$ cat config.mk
export PLATFORM = sky130hd
export DESIGN_NAME = board_store
export DESIGN_NICKNAME = d
export VERILOG_FILES = /design/src/rtl/board_store.sv
export SDC_FILE = /design/constraint.sdc
export NUM_CORES = 1
export LEC_CHECK = 0
export BUFFER_PORTS_ARGS = -buffer_cell sky130_fd_sc_hd__buf_2
export CORE_MARGIN = 2
export CORE_UTILIZATION = 25
export DETAILED_ROUTE_END_ITERATION = 8
export PLACE_DENSITY = 0.39
export SLEW_MARGIN = 20
export SYNTH_ARGS = -nofsm -noshare
export SYNTH_HDL_FRONTEND = slang
export SYNTH_SLANG_ARGS = --single-unit
$ cat constraint.sdc
create_clock -name clk -period 3.3 [get_ports clk]
set_input_delay 0.33 -clock clk [delete_from_list [all_inputs] [get_ports clk]]
set_output_delay 0.33 -clock clk [all_outputs]
set_load 0.02 [all_outputs]
$ cat src/rtl/board_store.sv
// board_store
//
// Double-buffered cell store for the generation engine. The engine reads
// the current generation and writes the next generation into the other
// bank. The banks swap once the engine writes the final word of the board
// after at least one other write. A display port reads the current bank,
// and an edit port lets the user change cells in the current bank.
// A clear sweep zeroes both banks after every reset and on each rising
// edge of start.
//
// Ports:
//   clk             clock
//   rst             asynchronous active-high reset; starts a clear sweep
//   start           rising edge starts a clear sweep
//   wden            engine write enable
//   round_write_pos engine write address (next bank)
//   live            engine write data
//   round_read_pos  engine read address (current bank)
//   round_read_val  engine read data, one cycle after the address
//   edit_en         user edit write enable
//   edit_pos        edit address (current bank)
//   edit_val        edit data
//   disp_pos        display read address (current bank)
//   disp_val        display read data, one cycle after the address
//   busy            clear sweep in progress
//   gen_done        one-cycle pulse when the banks have swapped
//   gen_count       number of completed generations, wraps

module board_store #(
    parameter int P_PARAM_M = 5,
    parameter int READ_COL  = 5,
    parameter int WIDTH     = 12,
    parameter int BLOCK_LEN = 1
) (
    input  logic                   clk,
    input  logic                   rst,
    input  logic                   start,
    input  logic                   wden,
    input  logic [2*WIDTH-1:0]     round_write_pos,
    input  logic [BLOCK_LEN-1:0]   live,
    input  logic [2*WIDTH-1:0]     round_read_pos,
    output logic [BLOCK_LEN-1:0]   round_read_val,
    input  logic                   edit_en,
    input  logic [2*WIDTH-1:0]     edit_pos,
    input  logic [BLOCK_LEN-1:0]   edit_val,
    input  logic [2*WIDTH-1:0]     disp_pos,
    output logic [BLOCK_LEN-1:0]   disp_val,
    output logic                   busy,
    output logic                   gen_done,
    output logic [WIDTH-1:0]       gen_count
);

    localparam int DEPTH = P_PARAM_M * READ_COL;
    localparam int AW    = $clog2(2 * DEPTH);
    localparam int CW    = $clog2(DEPTH + 1);

    localparam logic [2*WIDTH-1:0] DEPTH_A  = (2*WIDTH)'(DEPTH);
    localparam logic [2*WIDTH-1:0] LAST_A   = (2*WIDTH)'(DEPTH - 1);
    localparam logic [CW-1:0]      CLR_LAST = CW'(DEPTH - 1);
    localparam logic [AW-1:0]      BANK_OFS = AW'(DEPTH);

    typedef enum logic {
        CLEAR,
        RUN
    } state_t;

    state_t                 state_q, state_d;
    logic [CW-1:0]          clr_addr_q, clr_addr_d;
    logic                   bank_q, bank_d;
    logic                   armed_q, armed_d;
    logic                   swap_pend_q, swap_pend_d;
    logic                   start_q;
    logic                   gen_done_q, gen_done_d;
    logic [WIDTH-1:0]       gen_count_q, gen_count_d;
    logic [BLOCK_LEN-1:0]   rd_val_q, rd_val_d;
    logic [BLOCK_LEN-1:0]   disp_val_q, disp_val_d;
    logic [BLOCK_LEN-1:0]   mem_q [2*DEPTH];
    logic [BLOCK_LEN-1:0]   mem_d [2*DEPTH];

    logic                   start_edge;
    logic                   wr_ok;
    logic                   edit_ok;

    // Flat word index: bank 1 occupies the upper DEPTH words.
    function automatic logic [AW-1:0] word_idx(input logic b,
                                                input logic [2*WIDTH-1:0] a);
        word_idx = (b ? BANK_OFS : '0) + a[AW-1:0];
    endfunction

    assign start_edge = start && !start_q;
    assign wr_ok      = wden && (round_write_pos < DEPTH_A);
    assign edit_ok    = edit_en && (edit_pos < DEPTH_A);

    // Next-state logic. A start edge overrides everything, including a
    // swap that is waiting to commit. A commit is recorded on the cycle
    // the final word is written and applied on the following edge, so
    // reads sampled at that later edge still see the old bank.
    always_comb begin
        state_d     = state_q;
        clr_addr_d  = clr_addr_q;
        bank_d      = bank_q;
        armed_d     = armed_q;
        swap_pend_d = swap_pend_q;
        gen_done_d  = 1'b0;
        gen_count_d = gen_count_q;
        rd_val_d    = '0;
        disp_val_d  = '0;
        mem_d       = mem_q;

        if (start_edge) begin
            state_d     = CLEAR;
            clr_addr_d  = '0;
            bank_d      = 1'b0;
            armed_d     = 1'b0;
            swap_pend_d = 1'b0;
            gen_count_d = '0;
        end else begin
            case (state_q)
                CLEAR: begin
                    mem_d[AW'(clr_addr_q)]            = '0;
                    mem_d[AW'(clr_addr_q) + BANK_OFS] = '0;
                    if (clr_addr_q == CLR_LAST) begin
                        state_d    = RUN;
                        clr_addr_d = '0;
                    end else begin
                        clr_addr_d = clr_addr_q + CW'(1);
                    end
                end
                RUN: begin
                    if (round_read_pos < DEPTH_A) begin
                        rd_val_d = mem_q[word_idx(bank_q, round_read_pos)];
                    end
                    if (disp_pos < DEPTH_A) begin
                        disp_val_d = mem_q[word_idx(bank_q, disp_pos)];
                    end

                    if (swap_pend_q) begin
                        bank_d      = ~bank_q;
                        gen_count_d = gen_count_q + WIDTH'(1);
                        gen_done_d  = 1'b1;
                        swap_pend_d = 1'b0;
                    end

                    // Arming is cleared as soon as the commit is taken so a
                    // held write to the last word cannot commit twice.
                    if (wr_ok) begin
                        mem_d[word_idx(~bank_q, round_write_pos)] = live;
                        if (round_write_pos == LAST_A) begin
                            if (armed_q) begin
                                swap_pend_d = 1'b1;
                                armed_d     = 1'b0;
                            end
                        end else begin
                            armed_d = 1'b1;
                        end
                    end

                    if (edit_ok) begin
                        mem_d[word_idx(bank_q, edit_pos)] = edit_val;
                    end
                end
                default: begin
                    state_d = CLEAR;
                end
            endcase
        end
    end

    // Control and output registers; reset launches a sweep.
    always_ff @(posedge clk or posedge rst) begin
        if (rst) begin
            state_q     <= CLEAR;
            clr_addr_q  <= '0;
            bank_q      <= 1'b0;
            armed_q     <= 1'b0;
            swap_pend_q <= 1'b0;
            start_q     <= 1'b0;
            gen_done_q  <= 1'b0;
            gen_count_q <= '0;
            rd_val_q    <= '0;
            disp_val_q  <= '0;
        end else begin
            state_q     <= state_d;
            clr_addr_q  <= clr_addr_d;
            bank_q      <= bank_d;
            armed_q     <= armed_d;
            swap_pend_q <= swap_pend_d;
            start_q     <= start;
            gen_done_q  <= gen_done_d;
            gen_count_q <= gen_count_d;
            rd_val_q    <= rd_val_d;
            disp_val_q  <= disp_val_d;
        end
    end

    // Cell storage has no reset; the clear sweep defines its contents.
    always_ff @(posedge clk) begin
        mem_q <= mem_d;
    end

    assign round_read_val = rd_val_q;
    assign disp_val       = disp_val_q;
    assign busy           = (state_q == CLEAR);
    assign gen_done       = gen_done_q;
    assign gen_count      = gen_count_q;

endmodule

Word-level counts from Yosys, hierarchy flattened
Index checks and enable logic that the tools add are counted.

Bits in registers: 75. Bits in latches: 0. Memory bits (writable): 0. Bits in read-only memories: 0. Memories: 0.

$add $sub $neg: 7. $mul: 0. Div/mod/pow operators: 0. Magnitude comparators: 14. Eq/ne operators: 3. Shift-type cells: 0. Mux-type cells: 53. Bitwise operators: 12. Reductions and logical operators: 13.

Operator list (number): $mux 50 (4); $and 50x50->50 (2); $bwmux 50 (2); $not 50->50 (2); $pmux 50 s2 (1); $lt 24x5->1 const B (4); $ge 7x7->1 const B (6); $mux 12 (3); $not 6->7 (5); $mux 1 (32); $lt 7x1->1 const B (4); $mux 5 (5); $demux 1 s6 (4); $eq 24x5->1 const B (1); $add 12x1->12 const B (1); $add 5x6->6 (2); $add 6x6->6 (2); $bmux 1 s6 (2); $logic_and 1x1->1 (7); $not 5->7 (1); $add 5x5->6 const B (1); $reduce_bool 2->1 (3); $add 5x1->5 const B (1); $eq 5x5->1 const B (1); 4 further kinds (6).

Depth between registers and ports, before layout
Depth in word-level cells: 14. Depth in mapped cells: 10. Mapped depth without buffers: 9.

Worst setup path before layout
No wires, ideal clock.

Path type: reg2reg. Start point: register bank_q. End point: register mem_q[10] (netlist name) (data pin). Data arrival time: 2.597 ns. Data required time: 3.044 ns. Path slack: 0.447 ns. Stages on the path, launching flop included: 10. Period minus slack after synthesis: 2.853 ns. Path through: dfrtp_1 > inv_1 > ha_1 > a21oi_1 > o22ai_1 > or4_1 > clkbuf_1 > o21ai_0 > o221ai_1 > a31o_2.

Longest elaborated chain between the ends: 14.

Ends and longest elaborated chain: from (decl) (RTL line 69) `logic bank_q, bank_d;`; from (signal assigned) (RTL line 185) `bank_q <= bank_d;`; $mux 5 (RTL line 87) `word_idx = (b ? BANK_OFS : '0) + a[AW-1:0];`; $add 5x6->6 (RTL line 87); $not 6->7 (RTL line 147) `mem_d[word_idx(~bank_q, round_write_pos)] = live;`; $ge 7x7->1 (not written as such) / $lt 7x1->1 (equally long branches) (RTL line 147); $logic_and 1x1->1 (not written as such) (RTL line 147); $mux 1 (not written as such) (RTL line 147); $demux 1 s6 (RTL line 147); $bwmux 50 (RTL line 147); $mux 50 (RTL line 146) `if (wr_ok) begin`; $mux 50 (RTL line 118) `case (state_q)`; $mux 50 (RTL line 110) `if (start_edge) begin`; $bwmux 50 (RTL line 159) `mem_d[word_idx(bank_q, edit_pos)] = edit_val;`; $mux 50 (*) (RTL line 158) `if (edit_ok) begin`; $pmux 50 s2 (*) (RTL line 118); to (signal assigned) (RTL line 198) `mem_q <= mem_d;`; to (decl) (RTL line 77) `logic [BLOCK_LEN-1:0] mem_q [2*DEPTH];`.

Mark *: on every way between the ends. The rest lies on a longest branch, timed or not. The select of a mux whose other input is x is not followed. A chain may end at the register's enable or synchronous reset.

Final worst setup path
Start point: register bank_q. End point: register mem_q[17] (netlist name) (data pin).

The elaborated chain is that of the path after synthesis.

==> out/metrics.cfg <==
[route]
finalWirelength_mm=32.1
drc=0
top_layer=met4
wl_met2_mm=14.3
viasPerCell=5.78
m1WireLength_mm=13.3
post_drt_wl_per_cell_um=24.1
dr.pass1.iters=6
first_iter_violations=928
ant_nets=0
num_vias=7711
dr_wl_met3_mm=2.97

[power_and_ir_drop]
vdd_drop_max_v=0.000229
p_seq_frac=0.390
internal_power_uw=2450
sw_frac_of_total=0.410
p_switching_uw=1700
p_per_area_nw_per_um2=478
power_frac_clock=0.246
combPwrFrac=0.364
p_leak_uw=0.00328

[global_routing]
grt-ovfl-total=0
grt_pass1_vias=7257
grt_max_degree=57
grt_pass1_wl_mm=46.9
antenna_found_initial=0
grtUsageTotal=0.218

[clock_tree]
postCtsSetupBuffers=0
cts_max_level=3
clkTransAtPathRegs_ps=80
cts.repair.resized=0
cts.sinks=75
clk-insertion-delay-late_ps=360
root_buffer=clkbuf_16
cts_tree=yes
ctsHoldBuffers=0
cts_buffer_depth=2
numCtsBuffers=9

[floorplan]
pin_count=119
die_area_um2=29600
fp.dieH_um=172
die_w_um=172
core_area_um2=27800
rows=61
start_util=0.254

[yosys]
synth_top_area_share=0.213
synth_edf_count=50
syn-num-nets=932
yosysTopAreaCell=edfxtp_1
synth_seq_cells=75
synthesis.area_um2=7060
ys_seq_area_frac=0.301
yosys-top-cells-area=edfxtp_1, dfrtp_1, o221ai_1
synthArstFlopShare=0.333
yosysUniqueCellTypes=71
syn_inst=808
yosysWarnings=0
synth_top_flop_cell=edfxtp_1
syn_avg_cell_area_um2=8.74

[sta]
setup_viol=0
slew_violations=0
fin_skew_ps=10.6
hold_viol=0
finalCritPeriodShare=0.909
worst_pin_slew_ps=936
rsz0062_at_grt=no
fin_setup_tns_ps=0
max_freq_ghz=0.333
timing.final.crit_period_ps=3000
slew_headroom=0.373

[cells_and_area]
synthToLayoutAreaGrowth_pct=22.9
multiInputGateArea_um2=4710
antenna_cells=0
drive_gt1_frac=0.252
nets=1074
regArea_um2=2130
final_area_um2=8680
fillers=2990

[placement]
hpwl_mm=24.1
dpl-instance-area_um2=8390
io_buffers=118
gp_congestion=0.952

[setup_path]
required_ps=3410
worst_setup_path_end_kind=flip-flop
start_kind=flip-flop
worstRegToRegCells=8
crit_path_frequent_cell=ha_1
worstPathArrival_ps=3110
critical_path.cell_chain=buf_4 -> ha_1 -> ha_1 -> nand2b_1 -> or4_1 -> nor3_1 -> nand2_1 -> a31o_2
crit_end=mem_q[17]
cpPeakStageDelay_ps=680
cp_max_fo=9
r2r_end=mem_q[17]
critical_path_class=flip-flop to flip-flop
startpoint=bank_q
critical_path.slowest_cell=or4_1
r2r_start=bank_q
r2r_setup_slack_ps=300

[run_status]
run_status=finished, final reports clean

[flow_run]
cap_violations=0

[hold_path]
hold_class=input port to async pin

==> per-stage QoR <==
step / hold slack [ps] / power (uW) / utilization / setup slack (ps) / std cells
after floorplan: 357 / 2390 / - / 447 / 808
after global placement: 435 / 3120 / 0.302 / 306 / 1317
after detailed placement: 438 / 3100 / 0.302 / 324 / 1317
after CTS: 53.8 / 4130 / 0.312 / 299 / 1333
after global routing: 68.1 / 4340 / 0.312 / 9.20 / 1333
final: 43.8 / 4150 / 0.312 / 300 / 1333
==> worst max-delay path: cells and delay by family (launching register included) <==
family | cells | cell delay, ps
AND/OR/NAND/NOR | 4 | 1280
flip-flops | 1 | 380
adder cells (fa/ha/maj) | 2 | 640
AO/OA/AOI/OAI | 1 | 250
buffers and inverters | 1 | 200
==> layer usage <==
layer | up-vias | GRT usage
li1 | 3527 | -
met2 | 417 | 0.347
met3 | 90 | 0.0526
met1 | 3677 | 0.278
met4 | 0 | 0.103
met5 | - | 0
==> synthesized netlist by cell type, types with 3 or more instances <==
master	count
mux2i_1	13
nor2_1	40
xnor2_1	15
inv_1	11
clkbuf_1	29
and2_1	4
or4_1	3
nand2b_1	8
buf_1	6
o21ai_0	49
a221oi_1	8
a311oi_1	6
a21oi_1	55
mux4_2	16
dfrtp_1	25
o211ai_1	3
nand4_1	20
o21ai_1	7
a32o_1	22
a31oi_1	11
o221ai_1	48
nor2b_1	12
xor2_1	17
nor4_2	3
edfxtp_1	50
and3_1	7
nand3_1	50
nor3_1	23
a31o_1	12
nand2_1	110
nand4b_1	6
nand3_2	5
nor4_1	19
buf_2	8
a31o_2	12
ha_1	21
==> worst min-delay path by stage <==
stage	slack, ps	cells after the start	to
after detailed placement	440	3	clr_addr_q[1]
after global placement	430	3	clr_addr_q[1]
after CTS	50	3	clr_addr_q[3]
after global routing	70	3	gen_count[7]
final	40	3	gen_count[7]
after floorplan	360	1	armed_q
==> layout by cell type (no fill, tap or decap), types with 8 or more instances in the layout <==
cell type,n
a21oi_1,55
a221oi_1,8
a31o_1,12
a31o_2,12
a31oi_1,11
a32o_1,22
buf_2,118
buf_4,57
clkbuf_16,9
dfrtp_1,25
edfxtp_1,50
ha_1,21
inv_1,10
mux2i_1,13
mux4_2,16
nand2_1,110
nand2b_1,8
nand3_1,50
nand4_1,20
nor2_1,40
nor2b_1,12
nor3_1,23
nor4_1,19
o21ai_0,49
o221ai_1,48
xnor2_1,15
xor2_1,17
==> final cells by class <==
type                    instances  share of cell area
clock inverters                 7             0.00735
well taps                     378              0.0545
inverters                      12             0.00519
flip-flops and latches         75               0.245
multi-input cells             676               0.542
repair buffers                176               0.120
clock buffers                   9              0.0260
==> power by group through the flow <==
stage	combinational, uW	clock [uW]	sequential, uW
detailed placement	1480	0	1620
global placement	1490	0	1630
CTS	1490	1040	1600
global route	1650	1070	1630
finish	1510	1020	1620
floorplan	1030	0	1360
==> sequential cells by signal (all words and copies together) (netlist names) <==
name / count
gen_count: 12
state_q: 1
gen_done: 1
clr_addr_q: 5
mem_q: 50
disp_val: 1
start_q: 1
swap_pend_q: 1
armed_q: 1
bank_q: 1
round_read_val: 1
==> logic make-up after synthesis <==
logic type      Yosys count  share of synthesized area
xor+xnor                 36                     0.0489
buf+inv                  57                     0.0321
fa+ha+maj                21                     0.0372
mux                      31                     0.0769
simple gates            330                      0.244
compound gates          258                      0.260
flops                    75                      0.301
No activity file was read; power rests on OpenSTA's default activity.
